--- src/rtl/icache_sa.sv ---
// Set-associative read-only instruction cache: multi-word lines, burst refill, round-robin victim.
// Define ICACHE_FLUSH_EN to add the flush port (invalidate all lines from IDLE).
module icache_sa #(
  parameter int ADDR_W     = 32,
  parameter int DATA_W     = 32,
  parameter int SETS       = 16,
  parameter int WAYS       = 2,
  parameter int LINE_WORDS = 4
) (
  input  logic              clk,
  input  logic              rst_n,
  input  logic [ADDR_W-1:0] cpu_req_addr,
  input  logic              cpu_req_valid,
  output logic              cpu_req_ready,
  output logic [DATA_W-1:0] cpu_resp_data,
  output logic              cpu_resp_valid,
  output logic [ADDR_W-1:0] mem_req_addr,
  output logic              mem_req_valid,
  input  logic              mem_req_ready,
  input  logic [DATA_W-1:0] mem_resp_data,
  input  logic              mem_resp_valid
`ifdef ICACHE_FLUSH_EN
  ,input logic              flush
`endif
);

  localparam int OFF_W = $clog2(LINE_WORDS);
  localparam int IDX_W = $clog2(SETS);
  localparam int TAG_W = ADDR_W - OFF_W - IDX_W - 2;
  localparam int WAY_W = (WAYS > 1) ? $clog2(WAYS) : 1;

  typedef enum logic [2:0] {S_IDLE, S_LOOKUP, S_MISS_REQ, S_REFILL, S_RESPOND} state_e;

  state_e                           state_q, state_d;
  logic [ADDR_W-1:2]                addr_q, addr_d;
  logic [WAY_W-1:0]                 victim_q, victim_d;
  logic [OFF_W-1:0]                 beat_q, beat_d;
  logic [DATA_W-1:0]                fill_word_q, fill_word_d;
  logic [DATA_W-1:0]                resp_data_q, resp_data_d;
  logic                             resp_valid_q, resp_valid_d;
  logic                             ready_q, ready_d;
  logic                             mreq_valid_q, mreq_valid_d;
  logic [ADDR_W-1:0]                mreq_addr_q, mreq_addr_d;
  logic [WAYS-1:0][SETS-1:0]        valid_q, valid_d;
  logic [SETS-1:0][WAY_W-1:0]       rr_q, rr_d;

  logic [TAG_W-1:0]  tag_mem  [WAYS][SETS];
  logic [DATA_W-1:0] data_mem [WAYS][SETS][LINE_WORDS];

  logic              data_we, tag_we;
  logic              flush_s;
  logic              unused_addr_bits;

`ifdef ICACHE_FLUSH_EN
  assign flush_s = flush;
`else
  assign flush_s = 1'b0;
`endif
  assign unused_addr_bits = ^cpu_req_addr[1:0];

  logic [TAG_W-1:0]  req_tag;
  logic [IDX_W-1:0]  req_idx;
  logic [OFF_W-1:0]  req_off;
  assign req_tag = addr_q[ADDR_W-1 -: TAG_W];
  assign req_idx = addr_q[OFF_W+2 +: IDX_W];
  assign req_off = addr_q[2 +: OFF_W];

  logic [WAYS-1:0]   hit_vec;
  logic [DATA_W-1:0] hit_word;
  logic              inv_found;
  logic [WAY_W-1:0]  inv_way;

  always_comb begin
    hit_vec   = '0;
    hit_word  = '0;
    inv_found = 1'b0;
    inv_way   = '0;
    for (int w = 0; w < WAYS; w++) begin
      hit_vec[w] = valid_q[w][req_idx] && (tag_mem[w][req_idx] == req_tag);
      if (hit_vec[w]) hit_word = hit_word | data_mem[w][req_idx][req_off];
    end
    // Descending scan leaves the lowest-numbered invalid way selected.
    for (int w = WAYS-1; w >= 0; w--) begin
      if (!valid_q[w][req_idx]) begin
        inv_found = 1'b1;
        inv_way   = WAY_W'(w);
      end
    end
  end

  always_comb begin
    state_d      = state_q;
    addr_d       = addr_q;
    victim_d     = victim_q;
    beat_d       = beat_q;
    fill_word_d  = fill_word_q;
    resp_data_d  = resp_data_q;
    resp_valid_d = 1'b0;
    mreq_valid_d = mreq_valid_q;
    mreq_addr_d  = mreq_addr_q;
    valid_d      = valid_q;
    rr_d         = rr_q;
    data_we      = 1'b0;
    tag_we       = 1'b0;
    case (state_q)
      S_IDLE: begin
        if (flush_s) begin
          valid_d = '0;
          rr_d    = '0;
        end else if (cpu_req_valid && cpu_req_ready) begin
          addr_d  = cpu_req_addr[ADDR_W-1:2];
          state_d = S_LOOKUP;
        end
      end
      S_LOOKUP: begin
        if (|hit_vec) begin
          resp_data_d  = hit_word;
          resp_valid_d = 1'b1;
          state_d      = S_IDLE;
        end else begin
          victim_d     = inv_found ? inv_way : rr_q[req_idx];
          mreq_valid_d = 1'b1;
          mreq_addr_d  = {addr_q[ADDR_W-1:OFF_W+2], {(OFF_W+2){1'b0}}};
          beat_d       = '0;
          state_d      = S_MISS_REQ;
        end
      end
      S_MISS_REQ: begin
        if (mem_req_ready) begin
          mreq_valid_d = 1'b0;
          state_d      = S_REFILL;
        end
      end
      S_REFILL: begin
        if (mem_resp_valid) begin
          data_we = 1'b1;
          beat_d  = beat_q + 1'b1;
          if (beat_q == req_off) fill_word_d = mem_resp_data;
          if (&beat_q) begin
            tag_we                     = 1'b1;
            valid_d[victim_q][req_idx] = 1'b1;
            if (WAYS > 1 && victim_q == rr_q[req_idx])
              rr_d[req_idx] = rr_q[req_idx] + 1'b1;
            // Requested word may be this very beat, not yet captured.
            resp_data_d  = (beat_q == req_off) ? mem_resp_data : fill_word_q;
            resp_valid_d = 1'b1;
            state_d      = S_RESPOND;
          end
        end
      end
      S_RESPOND: state_d = S_IDLE;
      default:   state_d = S_IDLE;
    endcase
    ready_d = (state_d == S_IDLE);
  end

  always_ff @(posedge clk) begin
    if (!rst_n) begin
      state_q      <= S_IDLE;
      addr_q       <= '0;
      victim_q     <= '0;
      beat_q       <= '0;
      fill_word_q  <= '0;
      resp_data_q  <= '0;
      resp_valid_q <= 1'b0;
      ready_q      <= 1'b0;
      mreq_valid_q <= 1'b0;
      mreq_addr_q  <= '0;
      valid_q      <= '0;
      rr_q         <= '0;
    end else begin
      state_q      <= state_d;
      addr_q       <= addr_d;
      victim_q     <= victim_d;
      beat_q       <= beat_d;
      fill_word_q  <= fill_word_d;
      resp_data_q  <= resp_data_d;
      resp_valid_q <= resp_valid_d;
      ready_q      <= ready_d;
      mreq_valid_q <= mreq_valid_d;
      mreq_addr_q  <= mreq_addr_d;
      valid_q      <= valid_d;
      rr_q         <= rr_d;
    end
  end

  // Line storage needs no reset: a line is only visible once its valid bit is set.
  always_ff @(posedge clk) begin
    if (data_we) data_mem[victim_q][req_idx][beat_q] <= mem_resp_data;
    if (tag_we)  tag_mem[victim_q][req_idx]          <= req_tag;
  end

  assign cpu_req_ready  = ready_q & ~flush_s;
  assign cpu_resp_data  = resp_data_q;
  assign cpu_resp_valid = resp_valid_q;
  assign mem_req_addr   = mreq_addr_q;
  assign mem_req_valid  = mreq_valid_q;

endmodule

--- config.mk ---
export PLATFORM = sky130hd
export DESIGN_NAME = icache_sa
export DESIGN_NICKNAME = d
export VERILOG_FILES = /design/src/rtl/icache_sa.sv
export SDC_FILE = /design/constraint.sdc
export NUM_CORES = 2
export LEC_CHECK = 0
export ABC_AREA = 0
export CAP_MARGIN = 15
export CORE_MARGIN = 8
export CORE_UTILIZATION = 40
export DETAILED_ROUTE_END_ITERATION = 8
export PLACE_DENSITY = 0.63
export SYNTH_ARGS = -nofsm -noshare
export SYNTH_HDL_FRONTEND = slang
export SYNTH_MEMORY_MAX_BITS = 65536
export SYNTH_SLANG_ARGS = --single-unit
export TNS_END_PERCENT = 100
--- constraint.sdc ---
create_clock -name clk -period 9.1 [get_ports clk]
set_clock_uncertainty 0.15 [all_clocks]
set_input_delay 2.275 -clock clk [delete_from_list [all_inputs] [get_ports clk]]
set_output_delay 2.275 -clock clk [all_outputs]
set_load 0.01 [all_outputs]
==> flow_summary_export.csv <==
group,metric,value,unit
run_status,status,"finished, final reports clean",
sta,finalHoldViolCount,0,
route,wl,531300,µm
logic_synthesis,ys_warn_count,0,
placement,place_congestion,0.8199,
worst_hold_path,worstHoldPathType,"reg2reg",
critical_path,cp_top_family,"compound AO/OA/AOI/OAI gates",
logic_synthesis,synth-adder-area-share,0.02564,%
clock_network,clk_latency,1.05,ns
global_routing,grt-ovfl-total,0,
global_routing,grt_first_pass_wirelength,742500,µm
critical_path,startpoint_type,"flop",
global_routing,grt_usage,20.25,%
logic_synthesis,synth.most_common_cell,"edfxtp_1",
placement,placed_area,205800,µm²
clock_network,clk_pin_slew,0.06,ns
sta,slew_viol_final,0,
critical_path,crit_buf_inv,2,
clock_network,hold_buffers,0,
logic_synthesis,yosys-top-cells-area,"edfxtp_1 75%, mux4_2 15%, dfxtp_1 1.8%, mux2i_1 1.6%, nand2_1 0.79%",
pwr,power_density,220.4,nW/µm²
clock_network,cts_num_sinks,5043,
route,vias_per_cell,5.978,
layout,syn_to_final_growth,13.97,%
placement,dp_cells,15380,
placement,dp_hpwl,294300,µm
sta,fin_ws,2.965,ns
clock_network,cts_tree,"built",
floorplan,pin_count,136,
clock_network,numCtsBuffers,518,
route,drtPass1Iterations,6,
sta,timing.hold.ws,0.3048,ns
floorplan,die_w,714.6,µm
layout,fill_cells,39690,
clock_network,ctsResizeCount,0,
clock_network,clock_path_buffers,4,
clock_network,htreeDepth,6,
sta,fin_crit,6.135,ns
critical_path,critical_path.cell_chain,"buf_4 -> mux4_2 -> mux2i_1 -> xnor2_1 -> nand3_1 -> o41ai_1 -> o2111ai_4 -> buf_4 -> nor4_1 -> o21ai_0 -> mux2i_1",
critical_path,required,9.89,ns
sta,fmax,163.0,MHz
critical_path,worstPathMaxFanout,46,
logic_synthesis,synth_cells,8993,
logic_synthesis,synth_top_area_cell,"edfxtp_1",
critical_path,critical_path_class,"reg2reg",
logic_synthesis,synth.top_cell.area_share,74.81,%
logic_synthesis,synth-seq-cells,5043,
sta,rsz0062_at_grt,"false",
sta,totalNegativeSetupSlack,0,ns
critical_path,cp_slowest_stage_delay,1.01,ns
logic_synthesis,synthFlopType,"edfxtp_1",
route,num_vias,97590,
pwr,leakage,66.83,nW
logic_synthesis,yosysSeqAreaShare,76.65,%
global_routing,grt_antenna_before_repair,44,
global_routing,grt_pass1_vias,97850,
layout,multi_input_area,43800,µm²
clock_network,cts_setup_buffers,0,
job,cap_violations,0,
floorplan,initial_utilization,40.15,%
critical_path,end_kind,"flop",
route,wl_per_cell,32.55,µm
critical_path,crit_slowest_cell,"dfxtp_4",
layout,post-route-cell-area,222500,µm²
critical_path,arrival,6.92,ns
logic_synthesis,async_flop_share,0,%
layout,layout.nets,9522,
layout,drive_gt1_share,27.29,%
logic_synthesis,ys_types,77,
route,drc,0,
floorplan,rows,256,
route,drtIter0Drc,13420,
global_routing,grt_max_degree,126,
logic_synthesis,netlist_area,195200,µm²
floorplan,core_region_area,486200,µm²
pwr,ir_worst_vdd,0.0001873,V
logic_synthesis,syn_area_per_cell,21.71,µm²
logic_synthesis,synth_top_family_by_area,"multiplexers",
sta,final-setup-viol-count,0,
logic_synthesis,synth_xor_area_share,0.2153,%
placement,port_buffers,129,
route,postRouteAntennaNets,0,
floorplan,die-area,510700,µm²
floorplan,die_h,714.6,µm
layout,seqCellArea,149700,µm²
sta,slew_headroom,7.110,%
sta,finalCritPeriodShare,67.42,%
logic_synthesis,synth-simple-area-share,2.046,%
logic_synthesis,synth_edf_count,4864,
logic_synthesis,synth_common_cells,"4864 x edfxtp_1, 1316 x mux4_2, 410 x nand2_1",
placement,dp_slack,2.961,ns
logic_synthesis,synthMuxAreaShare,17.16,%
clock_network,root_buffer,"clkbuf_16",
logic_synthesis,synth_compound_area_share,2.349,%
layout,fin_cells,16320,
sta,worst_pin_slew,1.383,ns
==> registers in the layout, summed over array words and instances (netlist names) <==
signal          flops
cpu_resp_valid      1
mem_req_valid       1
cpu_req_ready       1
rr_q               16
mem_req_addr       28
state_q             3
victim_q            1
data_mem         4096
cpu_resp_data      32
tag_mem           768
beat_q              2
fill_word_q        32
valid_q            32
addr_q             30
==> placed cells by master, fill, tap and decap left out, types with 21 or more instances in the layout <==
cell type           n
clkdlybuf4s50_1    96
clkbuf_1          105
o21ai_0           114
clkbuf_16         526
edfxtp_1         4864
nor2_2             24
dfxtp_1           173
buf_4             375
a31oi_1            45
o41ai_1            32
a221oi_1           48
o22ai_1            54
a22o_1             38
bufinv_16          40
nand3_1            87
nor4_1             40
mux4_2           1316
xnor2_1            36
mux2i_1           317
nor2_4            140
nor2_1            133
clkinv_2           73
o211ai_1           21
a22oi_1            87
nand2_1           405
clkinv_1          111
a21oi_1           154
mux2_2             61
==> path summary, 6_finish.rpt <==
check | endpoint | cells after the start | slack [ns] | startpoint
max reg2reg | cpu_resp_data[4]$_SDFFE_PN0P_ | 11 | 2.96 | addr_q[5]$_SDFFE_PN0P_
min reg2reg | fill_word_q[4]$_SDFFE_PN0P_ | 2 | 0.30 | fill_word_q[4]$_SDFFE_PN0P_
max | cpu_resp_data[4]$_SDFFE_PN0P_ | 11 | 2.96 | addr_q[5]$_SDFFE_PN0P_
min | fill_word_q[4]$_SDFFE_PN0P_ | 2 | 0.30 | fill_word_q[4]$_SDFFE_PN0P_
==> routing by layer <==
metal | part of all wire, % | GRT usage (%) | vias to the layer above
met5 | 0.017 | 0 | -
met4 | 3.1 | 6.003 | 14
met3 | 10 | 4.144 | 840
met2 | 47 | 32.44 | 5272
met1 | 39 | 28.16 | 52720
li1 | - | - | 38740
==> kinds of logic (layout without fill, tap and decap cells) <==
logic type	after synthesis	count (layout)
buffers and inverters	580	1441
xor gates and xnor gates	48	48
other	1	21
AOI/OAI and AO/OA	688	688
adders and majority gates	4	4
and+or+nand+nor	935	935
DFF	5043	5043
muxes	1694	1694
==> worst reg2reg max path: stages (launching register included) <==
cell,delay (ns)
dfxtp_4,1.01
buf_4,0.78
mux4_2,0.43
mux2i_1,0.18
xnor2_1,0.16
nand3_1,0.12
o41ai_1,0.92
o2111ai_4,0.53
buf_4,0.42
nor4_1,0.86
o21ai_0,0.31
mux2i_1,0.19
==> where the power goes <==
| part | switching [W] | total, W | internal [W] | leakage, nW |
|---|---|---|---|---|
| combinational | 0.00169 | 0.00265 | 0.000963 | 13.3 |
| sequential | 0.0000331 | 0.0255 | 0.0255 | 45.4 |
| clock | 0.00897 | 0.0209 | 0.0119 | 8.13 |
==> through the flow <==
stage | total power (W) | utilization, %
after floorplan | 0.02748 | -
after detailed placement | 0.02863 | 42.32
after global placement | 0.02857 | 42.32
final | 0.04904 | 45.76
after CTS | 0.04936 | 45.75
after global routing | 0.05030 | 45.75
==> final cells by class <==
class	instances	area share (%)
Antenna cell	17	0.01912
Inverter	21	0.04105
Multi-Input combinational cell	3373	19.68
Timing Repair Buffer	492	1.883
Clock buffer	644	6.169
Sequential cell	5043	67.26
Tap cell	6450	3.627
Clock inverter	284	1.312
Note: power is estimated with default switching activity, not from simulation.
